===== src/rtl/output_mem_reader_pkg.sv =====
`default_nettype none
// ============================================================================
// Module  : output_mem_reader_pkg
// Brief   : Shared result-memory geometry and readout FSM state encoding.
// Revision: 1.0
// ============================================================================
package output_mem_reader_pkg;

    localparam int c_data_w = 32;
    localparam int c_addr_w = 6;
    localparam int c_depth  = 1 << c_addr_w;

    typedef enum logic [1:0] {
        S_IDLE  = 2'd0,
        S_RUN   = 2'd1,
        S_DRAIN = 2'd2,
        S_DONE  = 2'd3
    } state_t;

endpackage
`default_nettype wire


===== src/rtl/output_mem_reader_fifo.sv =====
`default_nettype none
// ============================================================================
// Module  : sync_fifo2
// Brief   : Two-entry synchronous FIFO; push and pop together when full is legal.
// Revision: 1.0
// ============================================================================
module sync_fifo2 #(
    parameter int WIDTH = 33
) (
    input  logic             clk,
    input  logic             rst,
    input  logic             push,
    input  logic             pop,
    input  logic [WIDTH-1:0] din,
    output logic [WIDTH-1:0] dout,
    output logic             full,
    output logic             empty,
    output logic [1:0]       count
);

    logic [WIDTH-1:0] r_mem [2];
    logic             r_wr_ptr;
    logic             r_rd_ptr;
    logic [1:0]       r_count;
    logic             w_do_push;
    logic             w_do_pop;

    assign w_do_pop  = pop && (r_count != 2'd0);
    assign w_do_push = push && ((r_count != 2'd2) || w_do_pop);

    always_ff @(posedge clk or posedge rst) begin
        if (rst) begin
            r_mem[0] <= '0;
            r_mem[1] <= '0;
            r_wr_ptr <= 1'b0;
            r_rd_ptr <= 1'b0;
            r_count  <= 2'd0;
        end else begin
            if (w_do_push) begin
                r_mem[r_wr_ptr] <= din;
                r_wr_ptr        <= ~r_wr_ptr;
            end
            if (w_do_pop) begin
                r_rd_ptr <= ~r_rd_ptr;
            end
            case ({w_do_push, w_do_pop})
                2'b10:   r_count <= r_count + 2'd1;
                2'b01:   r_count <= r_count - 2'd1;
                default: r_count <= r_count;
            endcase
        end
    end

    assign dout  = r_mem[r_rd_ptr];
    assign full  = (r_count == 2'd2);
    assign empty = (r_count == 2'd0);
    assign count = r_count;

endmodule
`default_nettype wire


===== src/rtl/output_mem_reader.sv =====
`default_nettype none
// ============================================================================
// Module  : output_mem_reader
// Brief   : Streams a contiguous, wrapping range of the result memory out on a
//           valid/ready port with a last-word flag.
// Revision: 1.0
// ============================================================================
module output_mem_reader
    import output_mem_reader_pkg::*;
#(
    parameter int DATA_W = c_data_w,
    parameter int ADDR_W = c_addr_w,
    parameter int DEPTH  = c_depth
) (
    input  logic              clk,
    input  logic              rst,
    input  logic              start,
    input  logic [ADDR_W-1:0] start_addr,
    input  logic [ADDR_W:0]   length,
    output logic              busy,
    output logic              done,
    output logic              mem_re,
    output logic [ADDR_W-1:0] mem_addr,
    input  logic [DATA_W-1:0] mem_rdata,
    output logic              out_valid,
    input  logic              out_ready,
    output logic [DATA_W-1:0] out_data,
    output logic              out_last
);

    localparam logic [ADDR_W:0] c_depth_len = (ADDR_W+1)'(DEPTH);
    localparam logic [ADDR_W:0] c_one       = (ADDR_W+1)'(1);

    state_t            r_state;
    logic [ADDR_W:0]   r_len;
    logic [ADDR_W:0]   r_issued;
    logic [ADDR_W:0]   r_accepted;
    logic [ADDR_W-1:0] r_addr;
    logic              r_pending;
    logic              r_pending_last;
    logic              r_busy;
    logic              r_done;

    logic [ADDR_W:0]   w_len_clamped;
    logic              w_pop;
    logic              w_credit;
    logic              w_issue_last;
    logic [2:0]        w_occupancy;
    logic [DATA_W:0]   w_fifo_head;
    logic              w_fifo_full;
    logic              w_fifo_empty;
    logic [1:0]        w_fifo_count;

    assign w_len_clamped = (length > c_depth_len) ? c_depth_len : length;
    assign w_pop         = out_valid && out_ready;
    assign w_issue_last  = ((r_issued + c_one) == r_len);

    // Words held or owed to the FIFO once this cycle's pop retires; a new read
    // is only allowed when its data is guaranteed a free slot.
    assign w_occupancy = {1'b0, w_fifo_count} + {2'b00, r_pending} - {2'b00, w_pop};
    assign w_credit    = w_fifo_full ? (w_pop && !r_pending) : (w_occupancy < 3'd2);
    assign mem_re      = (r_state == S_RUN) && w_credit;

    always_ff @(posedge clk or posedge rst) begin
        if (rst) begin
            r_state        <= S_IDLE;
            r_len          <= '0;
            r_issued       <= '0;
            r_accepted     <= '0;
            r_addr         <= '0;
            r_pending      <= 1'b0;
            r_pending_last <= 1'b0;
            r_busy         <= 1'b0;
            r_done         <= 1'b0;
        end else begin
            r_pending      <= mem_re;
            r_pending_last <= mem_re && w_issue_last;
            r_done         <= 1'b0;
            if (mem_re) begin
                r_addr   <= r_addr + 1'b1;
                r_issued <= r_issued + c_one;
            end
            if (w_pop) begin
                r_accepted <= r_accepted + c_one;
            end
            case (r_state)
                S_IDLE: begin
                    if (start) begin
                        if (w_len_clamped == '0) begin
                            r_state <= S_DONE;
                            r_done  <= 1'b1;
                        end else begin
                            r_state    <= S_RUN;
                            r_busy     <= 1'b1;
                            r_addr     <= start_addr;
                            r_len      <= w_len_clamped;
                            r_issued   <= '0;
                            r_accepted <= '0;
                        end
                    end
                end
                S_RUN: begin
                    if (mem_re && w_issue_last) begin
                        r_state <= S_DRAIN;
                    end
                end
                S_DRAIN: begin
                    // Finish on the handshake of the final word so done follows it directly.
                    if (w_pop && out_last && !r_pending && (w_fifo_count == 2'd1)
                        && ((r_accepted + c_one) == r_len)) begin
                        r_state <= S_DONE;
                        r_busy  <= 1'b0;
                        r_done  <= 1'b1;
                    end
                end
                S_DONE: begin
                    r_state <= S_IDLE;
                end
                default: begin
                    r_state <= S_IDLE;
                end
            endcase
        end
    end

    sync_fifo2 #(
        .WIDTH (DATA_W + 1)
    ) u_fifo (
        .clk   (clk),
        .rst   (rst),
        .push  (r_pending),
        .pop   (w_pop),
        .din   ({r_pending_last, mem_rdata}),
        .dout  (w_fifo_head),
        .full  (w_fifo_full),
        .empty (w_fifo_empty),
        .count (w_fifo_count)
    );

    assign busy      = r_busy;
    assign done      = r_done;
    assign mem_addr  = r_addr;
    assign out_valid = !w_fifo_empty;
    assign out_data  = w_fifo_head[DATA_W-1:0];
    assign out_last  = w_fifo_head[DATA_W];

endmodule
`default_nettype wire


===== config.mk =====
export PLATFORM = sky130hd
export DESIGN_NAME = output_mem_reader
export DESIGN_NICKNAME = d
export VERILOG_FILES = /design/src/rtl/output_mem_reader_pkg.sv /design/src/rtl/output_mem_reader_fifo.sv /design/src/rtl/output_mem_reader.sv
export SDC_FILE = /design/constraint.sdc
export NUM_CORES = 1
export LEC_CHECK = 0
export CAP_MARGIN = 0
export CORE_MARGIN = 2
export CORE_UTILIZATION = 57
export CTS_CLUSTER_SIZE = 28
export DETAILED_ROUTE_END_ITERATION = 8
export GPL_ROUTABILITY_DRIVEN = 1
export HOLD_SLACK_MARGIN = 0.15
export PLACE_DENSITY_LB_ADDON = 0.05
export SETUP_SLACK_MARGIN = 0.05
export SKIP_CTS_REPAIR_TIMING = 1
export SLEW_MARGIN = 20
export SYNTH_ARGS = -nofsm -noshare
export SYNTH_HDL_FRONTEND = slang
export SYNTH_HIERARCHICAL = 1
export SYNTH_SLANG_ARGS = --single-unit
export TNS_END_PERCENT = 50

===== constraint.sdc =====
create_clock -name clk -period 4.15 [get_ports clk]
set_input_delay 0.83 -clock clk [delete_from_list [all_inputs] [get_ports clk]]
set_output_delay 0.83 -clock clk [all_outputs]
set_load 0.01 [all_outputs]

==> results of run 1 <==
==> through the flow <==
| step | setup slack (ps) | hold slack, ps | util |
|---|---|---|---|
| CTS | 126 | 510 | 0.710 |
| global placement | 165 | 473 | 0.686 |
| finish | 552 | 505 | 0.710 |
| floorplan | 881 | 459 | - |
| global route | 424 | 526 | 0.710 |
| detailed placement | 134 | 491 | 0.686 |
==> state kept, by name, indices dropped and copies added, names as in the netlist <==
name	flops
u_fifo/r_mem	66
r_accepted	7
r_issued	7
r_len	7
mem_addr	6
r_state	2
u_fifo/count	2
busy	1
done	1
r_pending	1
r_pending_last	1
u_fifo/r_rd_ptr	1
u_fifo/r_wr_ptr	1
==> cells in the final DEF, fill, tap and decap left out, drive strengths merged, types with 7 or more instances in the layout <==
cell type | synthesis | layout
nand3b | 7 | 7
nor2 | 25 | 25
inv | 15 | 16
a21oi | 7 | 7
ha | 7 | 7
clkbuf | 9 | 11
o21ai | 13 | 13
xor2 | 11 | 11
clkdlybuf4s50 | 0 | 90
buf | 11 | 8
nand2 | 34 | 34
mux2 | 99 | 99
xnor2 | 20 | 20
nor3 | 8 | 8
dfrtp | 103 | 103
==> critical path, delay by kind of cell <==
family	cells	cell delay (ps)
AO/OA/AOI/OAI	2	370
buffers and inverters	2	670
adder cells (fa/ha/maj)	1	500
AND/OR/NAND/NOR	3	390
==> power by group through the flow <==
stage                     clock network [µW]  registers (µW)  logic [µW]
final                                    658            1150         531
after global routing                     719            1160         578
after CTS                                679            1150         538
after detailed placement                   0            1170         536
after global placement                     0            1170         526
after floorplan                            0            1130         348
==> cells by family (layout without fill, tap and decap cells) <==
| logic type | after synthesis | count (layout) | synth area share |
|---|---|---|---|
| AO/OA/AOI/OAI | 40 | 40 | 0.0546 |
| XOR/XNOR | 31 | 31 | 0.0515 |
| adder cells (fa/ha/maj) | 8 | 8 | 0.0204 |
| buffers and inverters | 35 | 130 | 0.0373 |
| flip-flops | 103 | 103 | 0.489 |
| multiplexers | 105 | 105 | 0.244 |
| AND/OR/NAND/NOR | 108 | 108 | 0.103 |
==> how the worst min path moves through the flow <==
stage | from | endpoint
after floorplan | u_fifo/r_wr_ptr | u_fifo/r_wr_ptr
after global placement | u_fifo/r_wr_ptr | u_fifo/r_wr_ptr
after detailed placement | u_fifo/r_mem[41] | u_fifo/r_mem[41]
after CTS | u_fifo/r_wr_ptr | u_fifo/r_wr_ptr
after global routing | u_fifo/r_mem[41] | u_fifo/r_mem[41]
final | u_fifo/r_wr_ptr | u_fifo/r_wr_ptr
==> layer usage <==
metal,routed length (µm),share of wire
met2,5110,0.50
met5,0,0
met4,113,0.011
met3,476,0.046
met1,4540,0.44
==> final cells by class <==
| cell class | count | share of cell area |
|---|---|---|
| flip-flops and latches | 103 | 0.399 |
| multi-input cells | 292 | 0.387 |
| clock inverters | 5 | 0.00987 |
| inverters | 15 | 0.00871 |
| clock buffers | 11 | 0.0234 |
| repair buffers | 99 | 0.151 |
| well taps | 111 | 0.0215 |
==> flow_summary.yaml, run 1 <==
outcome:
  status: "complete, no violations"
setup_path:
  cpMaxStageDelayCell: "fa_1"
  worstReg2RegStart: "u_fifo/count[1]"
  max_stage_delay_ps: 500
  r2r_setup_slack_ps: 1000
  critPathArrivalTime_ps: 2770
  cp-startpoint: "out_ready"
  path_max_fanout: 4
  r2r.worst_path.cells: 12
  crit_chain: "clkdlybuf4s50_1 -> nand2b_1 -> nor2_1 -> o21ai_0 -> fa_1 -> nand3b_1 -> o32ai_2 -> dlymetal6s2s_1"
  crit_end: "mem_re"
  path_class: "primary input to output pin"
  end_kind: "output pin"
  worstPathRequired_ps: 3320
  critPathLaunchType: "primary input"
  reg2reg_to: "r_state[1]"
floorplan:
  core_area_um2: 9110
  fp.dieH_um: 100
  die-area_um2: 10000
  die_w_um: 100
  io_pins: 92
  rows: 35
  start_util: 0.579
power_and_ir_drop:
  p_leak_uw: 0.00291
  p_sw_frac: 0.280
  combPwrFrac: 0.227
  p_per_area_nw_per_um2: 362
  power_uw: 2340
  p_int_uw: 1680
  vdd_ir_drop_max_mv: 0.182
  netSwitchingPower_uw: 654
  power_frac_seq: 0.491
  p_clk_frac: 0.281
synth:
  postSynthAreaPerCell_um2: 12.3
  yosysTopAreaCell: "dfrtp_1"
  yosysTopAreaCellShare: 0.489
  seq_area_frac_synth: 0.489
  netlist_top_cells_area: "dfrtp_1 49%, mux2_2 15%, mux2_4 8.5%"
  synth.cells.most_frequent: "103 x dfrtp_1, 69 x mux2_2, 34 x nand2_1, 30 x mux2_4, 25 x nor2_1"
  ys_ff_latch: 103
  netlist_instances: 430
  synthesis.area_um2: 5270
  synth_nets: 487
  ys_warn_count: 6
  synth_cell_types: 51
  synth_edf_count: 0
  postSynth.asyncResetShare: 1.00
  synth_ff_type: "dfrtp_1"
  synth.most_common_cell: "dfrtp_1"
flow_run:
  max_cap_viol_count: 0
placed_design:
  dpl.hpwl_mm: 7.03
  dpl.cell_count: 620
  place.gp.congestion: 0.805
  portBuffers: 91
  placed_cell_area_um2: 6250
finish:
  areaGrowthSynthToFinish_pct: 22.7
  register_area_um2: 2580
  num-fill-cells: 677
  multi_input_area_um2: 2500
  fin_nets: 577
  num_antenna_cells: 0
  final_cell_area_um2: 6470
  drive_gt1_frac: 0.251
  fin_cells: 636
cts:
  cts_sinks: 103
  cts_tree: "done"
  cts_root_buf: "clkbuf_8"
  cts_buffers: 9
  cts_max_path_buffers: 2
  h-tree-depth: 3
  path_clk_slew_ps: 90
  clk_latency_ps: 360
detailed_routing:
  antenna_left: 0
  dr.pass1.iters: 4
  drc: 0
  drt_first_iter_violations: 97
  avgViaCountPerCell: 5.54
  totalWireLength_mm: 10.2
  routedWlPerCell_um: 16.1
  num_vias: 3523
global_routing:
  gr-usage-met2: 0.369
  grt_max_degree: 34
  grt_pass1_vias: 3635
  grt.busiest_layer: "met2"
  track_usage: 0.216
  antenna_found_initial: 0
  met1_usage: 0.286
  overflow: 0
  grt_pass1_wl_mm: 17.3
  use_met3: 0.0390
sta:
  fin_setup_tns_ps: 0
  rsz0062_at_grt: "no"
  final-setup-viol-count: 0
  max_clock_freq_ghz: 0.278
  max_slew_margin: 0.412
  finClkSkew_ps: 8.10
  maxSlewViolCount: 0
  finalCritPeriodShare: 0.867
  hold_viol_final: 0
  worst_slew_pin_slew_ps: 882
  fin_crit_ps: 3600
worst_hold_path:
  whs_path_depth: 1
  min_path_type: "register to register"
No activity file was read; power rests on OpenSTA's default activity.
==> run 2: changes to the inputs <==
--- a/config.mk
+++ b/config.mk
@@ -6,8 +6,8 @@
 export NUM_CORES = 1
 export LEC_CHECK = 0
 export CAP_MARGIN = 0
-export CORE_MARGIN = 2
-export CORE_UTILIZATION = 57
+export CORE_UTILIZATION = 53
+export CTS_CLUSTER_DIAMETER = 30
 export CTS_CLUSTER_SIZE = 28
 export DETAILED_ROUTE_END_ITERATION = 8
 export GPL_ROUTABILITY_DRIVEN = 1
==> constraint.sdc (replaced) <==
create_clock -name clk -period 3.68 [get_ports clk]
set_input_delay 0.736 -clock clk [delete_from_list [all_inputs] [get_ports clk]]
set_output_delay 0.736 -clock clk [all_outputs]
set_load 0.01 [all_outputs]
==> run 2 against run 1 <==
Via count down 0.51%. Largest power group unchanged. Sequential share of layout area shrank 0.50 points. Power grew 15%. Sequential cell count did not move. Clock skew grew 3.2 ps. Critical path type unchanged. Largest cell class unchanged. Non-clock buffer count grew 3. Register-to-register slack lost 330 ps. Core utilization decreased by 3.4 points. Design area is 1.3% higher. Count of clock-buffer cells in the layout stayed put. Die area is 3.1% higher.
==> flow_summary.yaml, run 2 (synthesized netlist as in run 1, its figures left out) <==
outcome:
  status: "complete, no violations"
finish:
  final_common_cell: "dfrtp_1"
  final_cell_mix: "103 x dfrtp_1, 90 x clkdlybuf4s50_1, 69 x mux2_2"
  num_antenna_cells: 0
  largest_register_ffs: 66
  largest_register: "u_fifo/r_mem"
  num-fill-cells: 742
  fin_nets: 580
  areaGrowthSynthToFinish_pct: 24.2
  drive_gt1_frac: 0.254
  utilization: 0.676
floorplan:
  fp.dieH_um: 102
  die-area_um2: 10300
  die_w_um: 102
  core_area_um2: 9680
  rows: 36
  io_pins: 92
  start_util: 0.544
sta:
  fin_crit_ps: 3250
  hold_viol_final: 0
  maxSlewViolCount: 0
  setup_slack_ps: 426
  worst_slew_pin_slew_ps: 591
  fin_hold_ws_ps: 507
  max_clock_freq_ghz: 0.307
  rsz0062_at_grt: "no"
  finalCritPeriodShare: 0.884
  fin_setup_tns_ps: 0
  max_slew_margin: 0.603
  finClkSkew_ps: 11.3
  final-setup-viol-count: 0
detailed_routing:
  route.met2.wl_mm: 5.39
  routedWlPerCell_um: 16.1
  met3WireLength_um: 377
  dr.pass1.iters: 4
  routed.top_layer: "met4"
  avgViaCountPerCell: 5.30
  drt_first_iter_violations: 108
  antenna_left: 0
  totalWireLength_mm: 10.6
  drc: 0
  num_vias: 3505
  wl_met1_mm: 4.69
setup_path:
  path_max_fanout: 3
  critPathArrivalTime_ps: 2520
  cpMaxStageDelayCell: "fa_1"
  crit_chain: "clkdlybuf4s50_1 -> nand2b_1 -> nor2_1 -> o21ai_0 -> fa_1 -> nand3b_1 -> o32ai_2 -> dlymetal6s2s_1"
  critPathLaunchType: "primary input"
  worstPathRequired_ps: 2940
  max_stage_delay_ps: 510
  path_class: "primary input to output pin"
  worst_path_dominant_cell_family: "buffers and inverters"
  worstReg2RegStart: "u_fifo/count[0]"
  reg2reg_to: "r_state[1]"
  r2r_setup_slack_ps: 670
  r2r.worst_path.cells: 12
  end_kind: "output pin"
  critical_path_depth: 8
  crit_buf_inv: 2
worst_hold_path:
  whs_path_depth: 1
  min-delay-start: "r_pending_last"
  holdPathEnd: "u_fifo/r_mem[32]"
  min_path_type: "register to register"
global_routing:
  grt_pass1_vias: 3557
  grt_pass1_wl_mm: 17.2
  track_usage: 0.219
  overflow: 0
  grt_max_degree: 34
  antenna_found_initial: 0
cts:
  h-tree-depth: 3
  cts_buffers: 9
  clk_latency_ps: 380
  cts_max_path_buffers: 2
  path_clk_slew_ps: 100
  cts_root_buf: "clkbuf_8"
  cts_tree: "done"
  cts_sinks: 103
placed_design:
  dpl.hpwl_mm: 7.39
  place.gp.congestion: 0.857
  portBuffers: 91
  place_worst_setup_slack_ps: 11.8
flow_run:
  max_cap_viol_count: 0
power_and_ir_drop:
  p_per_area_nw_per_um2: 411
  vdd_ir_drop_max_mv: 0.249
  p_leak_uw: 0.00294
==> run 2: changes by cell type in the layout (fill, tap and decap cells not counted) <==
cell       previous run  this run
buf_12                0         2
buf_4                 8         9
bufinv_16             1         2
clkbuf_1              0         1
clkbuf_8             11        10
clkinv_2              0         1
clkinv_4              2         1
inv_6                 1         0
==> run 2: stage by stage <==
step	cells	power (µW)	area [µm²]
global placement	645	1920	6320
global route	661	2820	6550
finish	661	2690	6550
floorplan	430	1660	5270
detailed placement	645	1930	6320
CTS	661	2730	6550
==> run 2: power breakdown <==
group	switching, µW	total [µW]	internal, µW
combinational	280	631	351
sequential	76.6	1270	1190
clock	389	791	402
total	746	2690	1950
==> run 2: worst register-to-register path, stage by stage, from the launching register on <==
cell and delay, ps:
dfrtp_1 530, nor2_1 90, nand2b_1 180, nor2_1 130
o21ai_0 130, fa_1 510, nand3b_1 100, o32ai_2 180
buf_4 270, o221ai_1 200, a2111oi_4 270, o22ai_2 160
mux2i_1 150
==> run 2: per-layer routing <==
layer	up-vias	global-route usage
li1	1683	-
met1	1738	0.270
met2	71	0.377
met3	13	0.0414
met4	0	0.0858
met5	-	0
==> run 2: area by class of cell <==
cell class / instances / area [µm²] / share of cell area
clock inverter: 5 / 81.3 / 0.0124
inverter: 15 / 56.3 / 0.00860
clock buffer: 11 / 141 / 0.0216
timing repair buffer: 102 / 1020 / 0.156
sequential: 103 / 2580 / 0.394
tap: 133 / 166 / 0.0254
multi-input combinational: 292 / 2500 / 0.382
==> run 2: worst max-delay path by stage <==
stage | from | end | slack [ps]
3_3_place_gp | out_ready | mem_re | 60
6_report | out_ready | mem_re | 430
4_1_cts | out_ready | mem_re | 4
2_1_floorplan | out_ready | mem_re | 600
5_1_grt | out_ready | mem_re | 250
3_5_place_dp | out_ready | mem_re | 10
==> RTL change, RTL diff (settings of run 2) <==
Encoding of `state_t`: now one-hot (4 bits for 4 states).
--- a/src/rtl/output_mem_reader_pkg.sv
+++ b/src/rtl/output_mem_reader_pkg.sv
@@ -11,9 +11,9 @@
     localparam int c_depth  = 1 << c_addr_w;
 
-    typedef enum logic [1:0] {
-        S_IDLE  = 2'd0,
-        S_RUN   = 2'd1,
-        S_DRAIN = 2'd2,
-        S_DONE  = 2'd3
+    typedef enum logic [3:0] {
+        S_IDLE  = 4'b0001,
+        S_RUN   = 4'b0010,
+        S_DRAIN = 4'b0100,
+        S_DONE  = 4'b1000
     } state_t;
 
Formal check against the unedited RTL: same outputs for any inputs over 10 cycles, from zero or initial values and one cycle with rst high; not proved beyond that.
==> RTL change against run 2 <==
Sequential cell count grew 2. Register-to-register slack gained 160 ps. Setup slack lost 170 ps. Synthesized area shrank 0.40%. Routed wire length grew 1.0%. First-iteration DRC count shrank 15%. Design area shrank 0.11%. Largest cell class unchanged. Highest routed layer unchanged.
Power is not compared: it rests on default switching activity, and its combinational part moved more than twofold at a synthesized area within 25%.
==> RTL change: results (changes against run 2) <==
<table>
<tr><th>Metric</th><th>Value</th></tr>
<tr><th colspan="2">Setup path</th></tr>
<tr><td>FF-to-FF End</td><td>mem_addr[5] (was r_state[1])</td></tr>
<tr><td>Length in cells of the worst reg-to-reg path</td><td>13 (was 12)</td></tr>
<tr><td>Worst R2R Setup Slack</td><td>830 ps (was 670 ps)</td></tr>
<tr><th colspan="2">Logic synthesis</th></tr>
<tr><td>Number of distinct library cell variants in the gate-level netlist after synthesis</td><td>56 (was 51)</td></tr>
<tr><td>Gate count after technology mapping</td><td>425 (was 430)</td></tr>
<tr><td>Nets in the synthesized netlist</td><td>478 (was 487)</td></tr>
<tr><td>Sequential-to-total area share from yosys stat</td><td>50.1% (was 48.9%)</td></tr>
<tr><td>Leading cell types by total area after synthesis</td><td>dfrtp_1 (50%), mux2_2 (15%), mux2_4 (8.6%) (was dfrtp_1 (49%), mux2_2 (15%), mux2_4 (8.5%))</td></tr>
<tr><td>Xor and xnor fraction of the mapped netlist area</td><td>5.34% (was 5.15%)</td></tr>
<tr><th colspan="2">Routing</th></tr>
<tr><td>Via count</td><td>3578 (was 3505)</td></tr>
<tr><td>Met2 wire length</td><td>5.30 mm (was 5.39 mm)</td></tr>
<tr><td>Count of TritonRoute iterations in the first routing pass</td><td>5 (was 4)</td></tr>
<tr><td>Wire length reported by the detailed router</td><td>10.7 mm (was 10.6 mm)</td></tr>
<tr><td>Detail Route met3 WL</td><td>495 um (was 377 um)</td></tr>
<tr><td>Number of DRC markers in iteration 0</td><td>92 (was 108)</td></tr>
<tr><td>Vias per cell</td><td>5.44 (was 5.30)</td></tr>
<tr><th colspan="2">Min path</th></tr>
<tr><td>End point of the worst hold path</td><td>u_fifo/r_mem[52] (was u_fifo/r_mem[32])</td></tr>
<tr><td>Worst Min Path Start</td><td>u_fifo/r_mem[52] (was r_pending_last)</td></tr>
<tr><th colspan="2">Place</th></tr>
<tr><td>Total half-perimeter wirelength after legalization and detailed placement</td><td>7.65 mm (was 7.39 mm)</td></tr>
<tr><td>Pre-CTS setup slack</td><td>-105 ps (was 11.8 ps)</td></tr>
<tr><td>Placed Instances</td><td>642 (was 645)</td></tr>
<tr><td>Routability-driven placement congestion ratio</td><td>0.843 (was 0.857)</td></tr>
<tr><th colspan="2">Finish</th></tr>
<tr><td>Post-layout nets</td><td>577 (was 580)</td></tr>
<tr><td>Fraction of layout instances using a drive strength above 1</td><td>27.4% (was 25.4%)</td></tr>
<tr><th colspan="2">Global routing</th></tr>
<tr><td>Overall track demand over capacity in global routing</td><td>22.3% (was 21.9%)</td></tr>
<tr><td>First-pass GRT wire length</td><td>17.6 mm (was 17.2 mm)</td></tr>
<tr><td>Met2 Track Usage GR</td><td>39.1% (was 37.7%)</td></tr>
<tr><th colspan="2">STA</th></tr>
<tr><td>Post-route clock period utilization</td><td>93.0% (was 88.4%)</td></tr>
<tr><td>Transition at the pin with the smallest max-transition slack</td><td>698 ps (was 591 ps)</td></tr>
<tr><td>Final hold slack</td><td>507 ps (about the same)</td></tr>
<tr><th colspan="2">Outcome</th></tr>
<tr><td>Outcome</td><td>completed (unchanged)</td></tr>
</table>
## RTL change: cell types whose count changed after synthesis, moves of 3 or more
cell and change:
and3_1 +3, buf_6 -3, ha_1 -4, inv_1 -9, inv_2 +3, mux2i_1 -3, nand2_1 -4, nand2b_1 -3
nand3_1 +4, o21ai_0 -8, o21ai_1 +9
## RTL change: worst max-delay path, stage by stage
cell and delay (ps):
clkdlybuf4s50_1 470, nand2_1 100, nor2_1 140, o21ai_1 100
fa_1 490, nor2b_1 160, a22oi_1 110, nor2_1 190
dlymetal6s2s_1 200
## RTL change: layout make-up
cell class / count / area [um2]
flip-flops and latches: 105 / 2630
inverters: 9 / 33.8
repair buffers: 107 / 1030
clock inverters: 5 / 62.6
multi-input cells: 292 / 2480
fillers: 686 / 2870
well taps: 129 / 161
clock buffers: 11 / 141
